==> src/rtl/tank_pkg.sv <==
// Shared definitions for the tank game blocks.
//   dir_t            : tank / bullet heading (0=up, 1=right, 2=down, 3=left)
//   bullet_state_t   : bullet controller state encoding
//   bullet_dbg_t     : state and position snapshot exposed for observation
//   map / screen bound constants and the spawn-offset helper.
package tank_pkg;

  typedef enum logic [1:0] {
    DIR_UP    = 2'd0,
    DIR_RIGHT = 2'd1,
    DIR_DOWN  = 2'd2,
    DIR_LEFT  = 2'd3
  } dir_t;

  typedef enum logic [1:0] {
    ST_IDLE    = 2'd0,
    ST_FLY     = 2'd1,
    ST_EXPLODE = 2'd2
  } bullet_state_t;

  typedef struct packed {
    bullet_state_t state;
    logic [9:0]    bx;
    logic [9:0]    by;
    dir_t          dir;
  } bullet_dbg_t;

  // Playfield bounds of the map area and the visible screen.
  localparam int MAP_MIN      = 32;
  localparam int MAP_MAX      = 447;
  localparam int SCREEN_X_MAX = 639;
  localparam int SCREEN_Y_MAX = 479;

  // The bullet spawns near the middle of the 32x32 tank sprite.
  localparam int TANK_CENTER_OFS = 14;

  // Spawn coordinate: 11-bit sum, truncated back to the 10-bit position.
  function automatic logic [9:0] spawn_pos(input logic [9:0] p);
    logic [10:0] s;
    s = {1'b0, p} + 11'(TANK_CENTER_OFS);
    return s[9:0];
  endfunction

endpackage

==> src/rtl/pos_edge_detect.sv <==
// Rising-edge detector with a registered history bit.
//   clk_i   : clock
//   reset_i : synchronous active-high reset (history cleared to 0)
//   sig_i   : level input
//   edge_o  : high for the cycle in which sig_i is 1 and was 0 last cycle
module pos_edge_detect (
  input  logic clk_i,
  input  logic reset_i,
  input  logic sig_i,
  output logic edge_o
);

  logic prev;

  always_ff @(posedge clk_i) begin
    if (reset_i) begin
      prev <= 1'b0;
    end else begin
      prev <= sig_i;
    end
  end

  assign edge_o = sig_i & ~prev;

endmodule

==> src/rtl/bullet_ctrl.sv <==
// Bullet controller: spawns one bullet from the tank on a fire press, moves
// it once per frame, draws it during the scan, requests brick destruction
// under its footprint and runs a timed explosion after hitting something.
//   clk_i, reset_i          : pixel clock, synchronous active-high reset
//   hpos_i, vpos_i          : current scan column / row
//   display_enable_i        : visible-area flag
//   frame_start_i           : one pulse per frame, outside the visible area
//   fire_i                  : fire button level
//   tank_x_i, tank_y_i      : tank top-left corner
//   tank_dir_i              : tank heading (dir_t encoding)
//   all_hard_block_i        : current pixel blocks the bullet
//   destroyable_block_i     : current pixel is a live brick corner
//   bullet_collide_o        : destroy request for the current pixel
//   bullet_on_o             : current pixel lies inside the flying bullet
//   explode_o               : explosion in progress
//   bullet_active_o         : controller not idle
//   dbg_o                   : state / position snapshot
//
// Handshake note: there is no valid/ready pair here; frame_start_i acts as the
// single advance strobe for both motion and the explosion timer, and fire is
// accepted only as a rising edge while idle.
module bullet_ctrl
  import tank_pkg::*;
#(
  parameter int SPEED          = 4,
  parameter int BULLET_SIZE    = 4,
  parameter int EXPLODE_FRAMES = 8
) (
  input  logic        clk_i,
  input  logic        reset_i,
  input  logic [9:0]  hpos_i,
  input  logic [9:0]  vpos_i,
  input  logic        display_enable_i,
  input  logic        frame_start_i,
  input  logic        fire_i,
  input  logic [9:0]  tank_x_i,
  input  logic [9:0]  tank_y_i,
  input  logic [1:0]  tank_dir_i,
  input  logic        all_hard_block_i,
  input  logic        destroyable_block_i,
  output logic        bullet_collide_o,
  output logic        bullet_on_o,
  output logic        explode_o,
  output logic        bullet_active_o,
  output bullet_dbg_t dbg_o
);

  localparam int CNT_W = (EXPLODE_FRAMES > 1) ? $clog2(EXPLODE_FRAMES) : 1;
  localparam logic [CNT_W-1:0] CNT_LOAD = CNT_W'(EXPLODE_FRAMES - 1);
  localparam logic [10:0] STEP_W  = 11'(SPEED);
  localparam logic [10:0] SIZE_W  = 11'(BULLET_SIZE);
  localparam logic [10:0] X_LIMIT = 11'(SCREEN_X_MAX - BULLET_SIZE);
  localparam logic [10:0] Y_LIMIT = 11'(SCREEN_Y_MAX - BULLET_SIZE);

  bullet_state_t  state, next_state;
  logic [9:0]     bx, by;
  dir_t           dir;
  logic           hit_r;
  logic [CNT_W-1:0] expl_cnt;
  logic           fire_edge;

  pos_edge_detect u_fire_edge (
    .clk_i   (clk_i),
    .reset_i (reset_i),
    .sig_i   (fire_i),
    .edge_o  (fire_edge)
  );

  // Candidate next position. The extra MSB flags underflow when moving
  // up/left past zero; overshoot right/down is caught by the limit compare.
  logic [10:0] bx_ext, by_ext, nx, ny;
  logic        move_out;

  assign bx_ext = {1'b0, bx};
  assign by_ext = {1'b0, by};

  always_comb begin
    nx = bx_ext;
    ny = by_ext;
    case (dir)
      DIR_UP:    ny = by_ext - STEP_W;
      DIR_RIGHT: nx = bx_ext + STEP_W;
      DIR_DOWN:  ny = by_ext + STEP_W;
      DIR_LEFT:  nx = bx_ext - STEP_W;
      default:   ;
    endcase
  end

  assign move_out = nx[10] || ny[10] || (nx > X_LIMIT) || (ny > Y_LIMIT);

  // Footprint test against the live scan position (no pipeline delay).
  logic [10:0] h_ext, v_ext;
  logic        in_box;

  assign h_ext  = {1'b0, hpos_i};
  assign v_ext  = {1'b0, vpos_i};
  assign in_box = (h_ext >= bx_ext) && (h_ext < bx_ext + SIZE_W) &&
                  (v_ext >= by_ext) && (v_ext < by_ext + SIZE_W);

  // State register.
  always_ff @(posedge clk_i) begin
    if (reset_i) begin
      state <= ST_IDLE;
    end else begin
      state <= next_state;
    end
  end

  // Next-state logic.
  always_comb begin
    next_state = state;
    case (state)
      ST_IDLE: begin
        if (fire_edge) next_state = ST_FLY;
      end
      ST_FLY: begin
        if (frame_start_i) begin
          if (hit_r)         next_state = ST_EXPLODE;
          else if (move_out) next_state = ST_IDLE;
        end
      end
      ST_EXPLODE: begin
        if (frame_start_i && (expl_cnt == '0)) next_state = ST_IDLE;
      end
      default: next_state = ST_IDLE;
    endcase
  end

  // Outputs.
  always_comb begin
    bullet_on_o      = (state == ST_FLY) && display_enable_i && in_box;
    bullet_collide_o = bullet_on_o && destroyable_block_i;
    explode_o        = (state == ST_EXPLODE);
    bullet_active_o  = (state != ST_IDLE);
  end

  // Bullet datapath: position, heading, hit flag and explosion timer.
  always_ff @(posedge clk_i) begin
    if (reset_i) begin
      bx       <= '0;
      by       <= '0;
      dir      <= DIR_UP;
      hit_r    <= 1'b0;
      expl_cnt <= '0;
    end else begin
      // A spawn coinciding with frame_start stays put for that frame, since
      // motion only applies while already flying.
      if (state == ST_IDLE && fire_edge) begin
        bx  <= spawn_pos(tank_x_i);
        by  <= spawn_pos(tank_y_i);
        dir <= dir_t'(tank_dir_i);
      end else if (state == ST_FLY && frame_start_i && !hit_r && !move_out) begin
        bx <= nx[9:0];
        by <= ny[9:0];
      end

      // Hits accumulate over the visible scan and are consumed at the
      // following frame_start.
      if (state != ST_FLY || frame_start_i) begin
        hit_r <= 1'b0;
      end else if (bullet_on_o && all_hard_block_i) begin
        hit_r <= 1'b1;
      end

      if (state == ST_FLY && frame_start_i && hit_r) begin
        expl_cnt <= CNT_LOAD;
      end else if (state == ST_EXPLODE && frame_start_i && expl_cnt != '0) begin
        expl_cnt <= expl_cnt - 1'b1;
      end
    end
  end

  assign dbg_o = '{state: state, bx: bx, by: by, dir: dir};

endmodule

==> config.mk <==
export PLATFORM = sky130hd
export DESIGN_NAME = bullet_ctrl
export DESIGN_NICKNAME = d
export VERILOG_FILES = /design/src/rtl/tank_pkg.sv /design/src/rtl/pos_edge_detect.sv /design/src/rtl/bullet_ctrl.sv
export SDC_FILE = /design/constraint.sdc
export NUM_CORES = 1
export LEC_CHECK = 0
export ABC_AREA = 1
export BUFFER_PORTS_ARGS = -buffer_cell sky130_fd_sc_hd__buf_2
export CAP_MARGIN = 10
export CORE_MARGIN = 4
export CORE_UTILIZATION = 45
export DETAILED_ROUTE_END_ITERATION = 8
export PLACE_DENSITY = 0.68
export SLEW_MARGIN = 25
export SYNTH_ARGS = -nofsm -noshare
export SYNTH_HDL_FRONTEND = slang
export SYNTH_HIERARCHICAL = 1
export SYNTH_SLANG_ARGS = --single-unit
==> constraint.sdc <==
create_clock -name clk_i -period 3.8 [get_ports clk_i]
set_clock_uncertainty 0.15 [all_clocks]
set_input_delay 0.19 -clock clk_i [delete_from_list [all_inputs] [get_ports clk_i]]
set_output_delay 0.19 -clock clk_i [all_outputs]
set_load 0.01 [all_outputs]
==> results.toml <==
[detailed_routing]
route.detailed.drc = 0
wire_per_inst_um = 12.65
drtIter0Drc = 191
antenna_left = 0
viasPerCell = 5.057
routed_wl_mm = 9.562
vias = 3823
drt-pass1-iter-count = 4

[final_layout]
drive_above_1_share = 0.1705
diodes = 0
final_area_um2 = 4063
multiInputGateArea_um2 = 2567
fillers = 780
fin_util = 0.5484
seq_area_um2 = 580.6
nets = 750
syn_to_final_growth_pct = 16.38

[yosys]
async_flop_share = 0
synth-main-ff-cell = "dfxtp_1"
synth-seq-cells = 29
syn-mean-instance-area_um2 = 6.019
synth_edf_count = 0
synth_common_cells = "nand2_1 (162), nor2_1 (81), inv_1 (65)"
synth_nets = 673
synth_area_leader_cell = "nand2_1"
synthCells = 580
yosysTopAreaCellShare = 0.1742
ys_seq_area_frac = 0.1663
synth.area.top_cells = "nand2_1 (17%), dfxtp_1 (17%), ha_1 (16%)"
synth_area_um2 = 3491
ys_warn_count = 6
yosysMostFrequentCell = "nand2_1"
ys_types = 36

[sta]
setup_viol = 0
fin_crit_ns = 3.098
worst_slew_pin_slew_ns = 0.8648
finalMaxSlewViolations = 0
layout_setup_ws_ns = 0.7019
relSlewSlack = 0.4228
finalSetupTns_ns = 0
hold_viol = 0
max_freq_mhz = 322.8
whs_ns = 0.08532
rsz0062_at_grt = "false"
post-route-period-util = 0.8153

[worst_setup_path]
cp-startpoint = "by[2]$_SDFFE_PP0P_"
critical_path_class = "flip-flop to output pin"
crit_slowest_cell = "dfxtp_1"
worst-path-buf-inv = 2
cp_common_cell = "nor2_1"
crit_end = "bullet_collide_o"
worstRegToRegCells = 14
startpoint_type = "flip-flop"
rrSetupSlack_ns = 1.13
r2r-end = "hit_r$_SDFFE_PP0P_"
critPathTopFamily = "simple AND/OR/NAND/NOR gates"
cp-end-kind = "output pin"
crit_chain = "ha_1, nand2_1, nor2_4, inv_1, nor3_1, xor2_1, ha_1, a21oi_1, o21ai_0, nor2_1, nand3b_1, nor2_1, nand2_1, nor2_1, buf_2"
slowest_delay_ns = 0.43
arrival_ns = 2.76
cp_num_cells = 15
cp_max_fo = 6
critPathRequiredTime_ns = 3.46
r2r_start = "by[2]$_SDFFE_PP0P_"

[cts]
post_cts_resize_count = 0
cts_tree = "yes"
cts_root_buf = "clkbuf_8"
cts_buffers = 5
clock_sinks = 29
clk_pin_slew_ns = 0.06
h-tree-depth = 2
clock_latency_ns = 0.28
cts_buffer_depth = 2

[placed_design]
place_area_um2 = 3926
io_buffers = 76
place_congestion = 0.8840
pre_cts_ws_ns = 0.9961
hpwl_mm = 7.962

[global_routing]
grt_pass1_wl_mm = 15.93
busiest_layer = "met2"
use_met3 = 0.02658
grt_pass1_vias = 3553
track_usage = 0.2172
grt_max_degree = 31
antenna_found_initial = 0
grt_use_met1 = 0.2969
gr-usage-met2 = 0.3577
grt.overflow.total = 0

[die]
die_w_um = 96.08
die_h_um = 96.08
io_pins = 77
initial_utilization = 0.4712
core_um2 = 7408
rows = 31
die-area_um2 = 9230

[flow_run]
cap_violations = 0

[power_and_ir_drop]
p_per_area_nw_per_um2 = 389.1
leakagePower_nw = 2.122
ir_worst_vdd_mv = 0.3381

[status]
status = "finished clean"

[hold_path]
hp-class = "primary input to flip-flop"
power breakdown:
part | total, W | switching [W] | internal (W)
clock network | 0.000256 | 0.000113 | 0.000143
logic | 0.000885 | 0.000553 | 0.000332
registers | 0.000440 | 0.0000897 | 0.000350
total | 0.00158 | 0.000755 | 0.000826
final cells by class:
type,count,share of cell area
inverters,71,0.06560
multi-input cells,468,0.6320
well taps,99,0.03049
repair buffers,82,0.1078
flip-flops and latches,29,0.1429
clock buffers,7,0.02125
worst reg2reg max path: cells and delay by family, from the launching register on:
family / cells / cell delay [ns]
xor+xnor: 1 / 0.18
buf+inv: 1 / 0.05
flops: 1 / 0.43
simple gates: 7 / 0.93
compound gates: 3 / 0.37
fa+ha+maj: 2 / 0.50
routing by layer:
metal / vias up / part of all wire
met1: 1689 / 0.48
met3: 6 / 0.057
met5: - / 0
met2: 105 / 0.45
li1: 2023 / -
met4: 0 / 0.010
stage by stage:
step / cells / total power [W]
after floorplan: 580 / 0.001090
after global placement: 744 / 0.001308
after detailed placement: 744 / 0.001325
after CTS: 756 / 0.001590
after global routing: 756 / 0.001749
final: 756 / 0.001581
sequential cells by signal, summed over array words and instances (netlist names):
signal            flops
hit_r                 1
bx                   10
u_fire_edge/prev      1
state                 2
by                   10
dir                   2
expl_cnt              3
how the worst min path moves through the flow:
stage                                start                     endpoint  depth (start not counted)
after floorplan                    reset_i  u_fire_edge/prev$_SDFF_PP0_                          1
after global placement         tank_y_i[1]           by[1]$_SDFFE_PP0P_                          2
after detailed placement       tank_y_i[1]           by[1]$_SDFFE_PP0P_                          2
after CTS                 all_hard_block_i           hit_r$_SDFFE_PP0P_                          3
after global routing      all_hard_block_i           hit_r$_SDFFE_PP0P_                          3
final                          tank_y_i[9]           by[9]$_SDFFE_PP0P_                          4
cells by family after synthesis:
kind of cell	synth area share
and+or+nand+nor	0.4244
AOI/OAI and AO/OA	0.1061
DFF	0.1663
xor gates and xnor gates	0.04732
buffers and inverters	0.09821
adders and majority gates	0.1577
repair_timing:
action,4_1_cts,5_1_grt
hold buffers,5,0
hold endpoints to repair,5,0
buffers inserted,0,0
placed cells by master, fill, tap and decap left out, types with 2 or more instances in the layout:
cell           instances
inv_1                 65
o21ai_0               25
or2_2                  2
nor2_1                81
xnor2_1                2
o21bai_1               3
nand3_1               51
a21oi_1               29
o21a_1                 3
dfxtp_1               29
nand3b_1               4
nor2_2                 5
a21oi_2                2
xor2_1                15
inv_2                  6
nor3_1                10
ha_1                  44
dlygate4sd3_1          5
nand2_2                5
clkbuf_8               6
nand4_1               10
nor2_4                 4
nand2_1              162
buf_2                 76
Note: power is estimated with default switching activity, not from simulation.
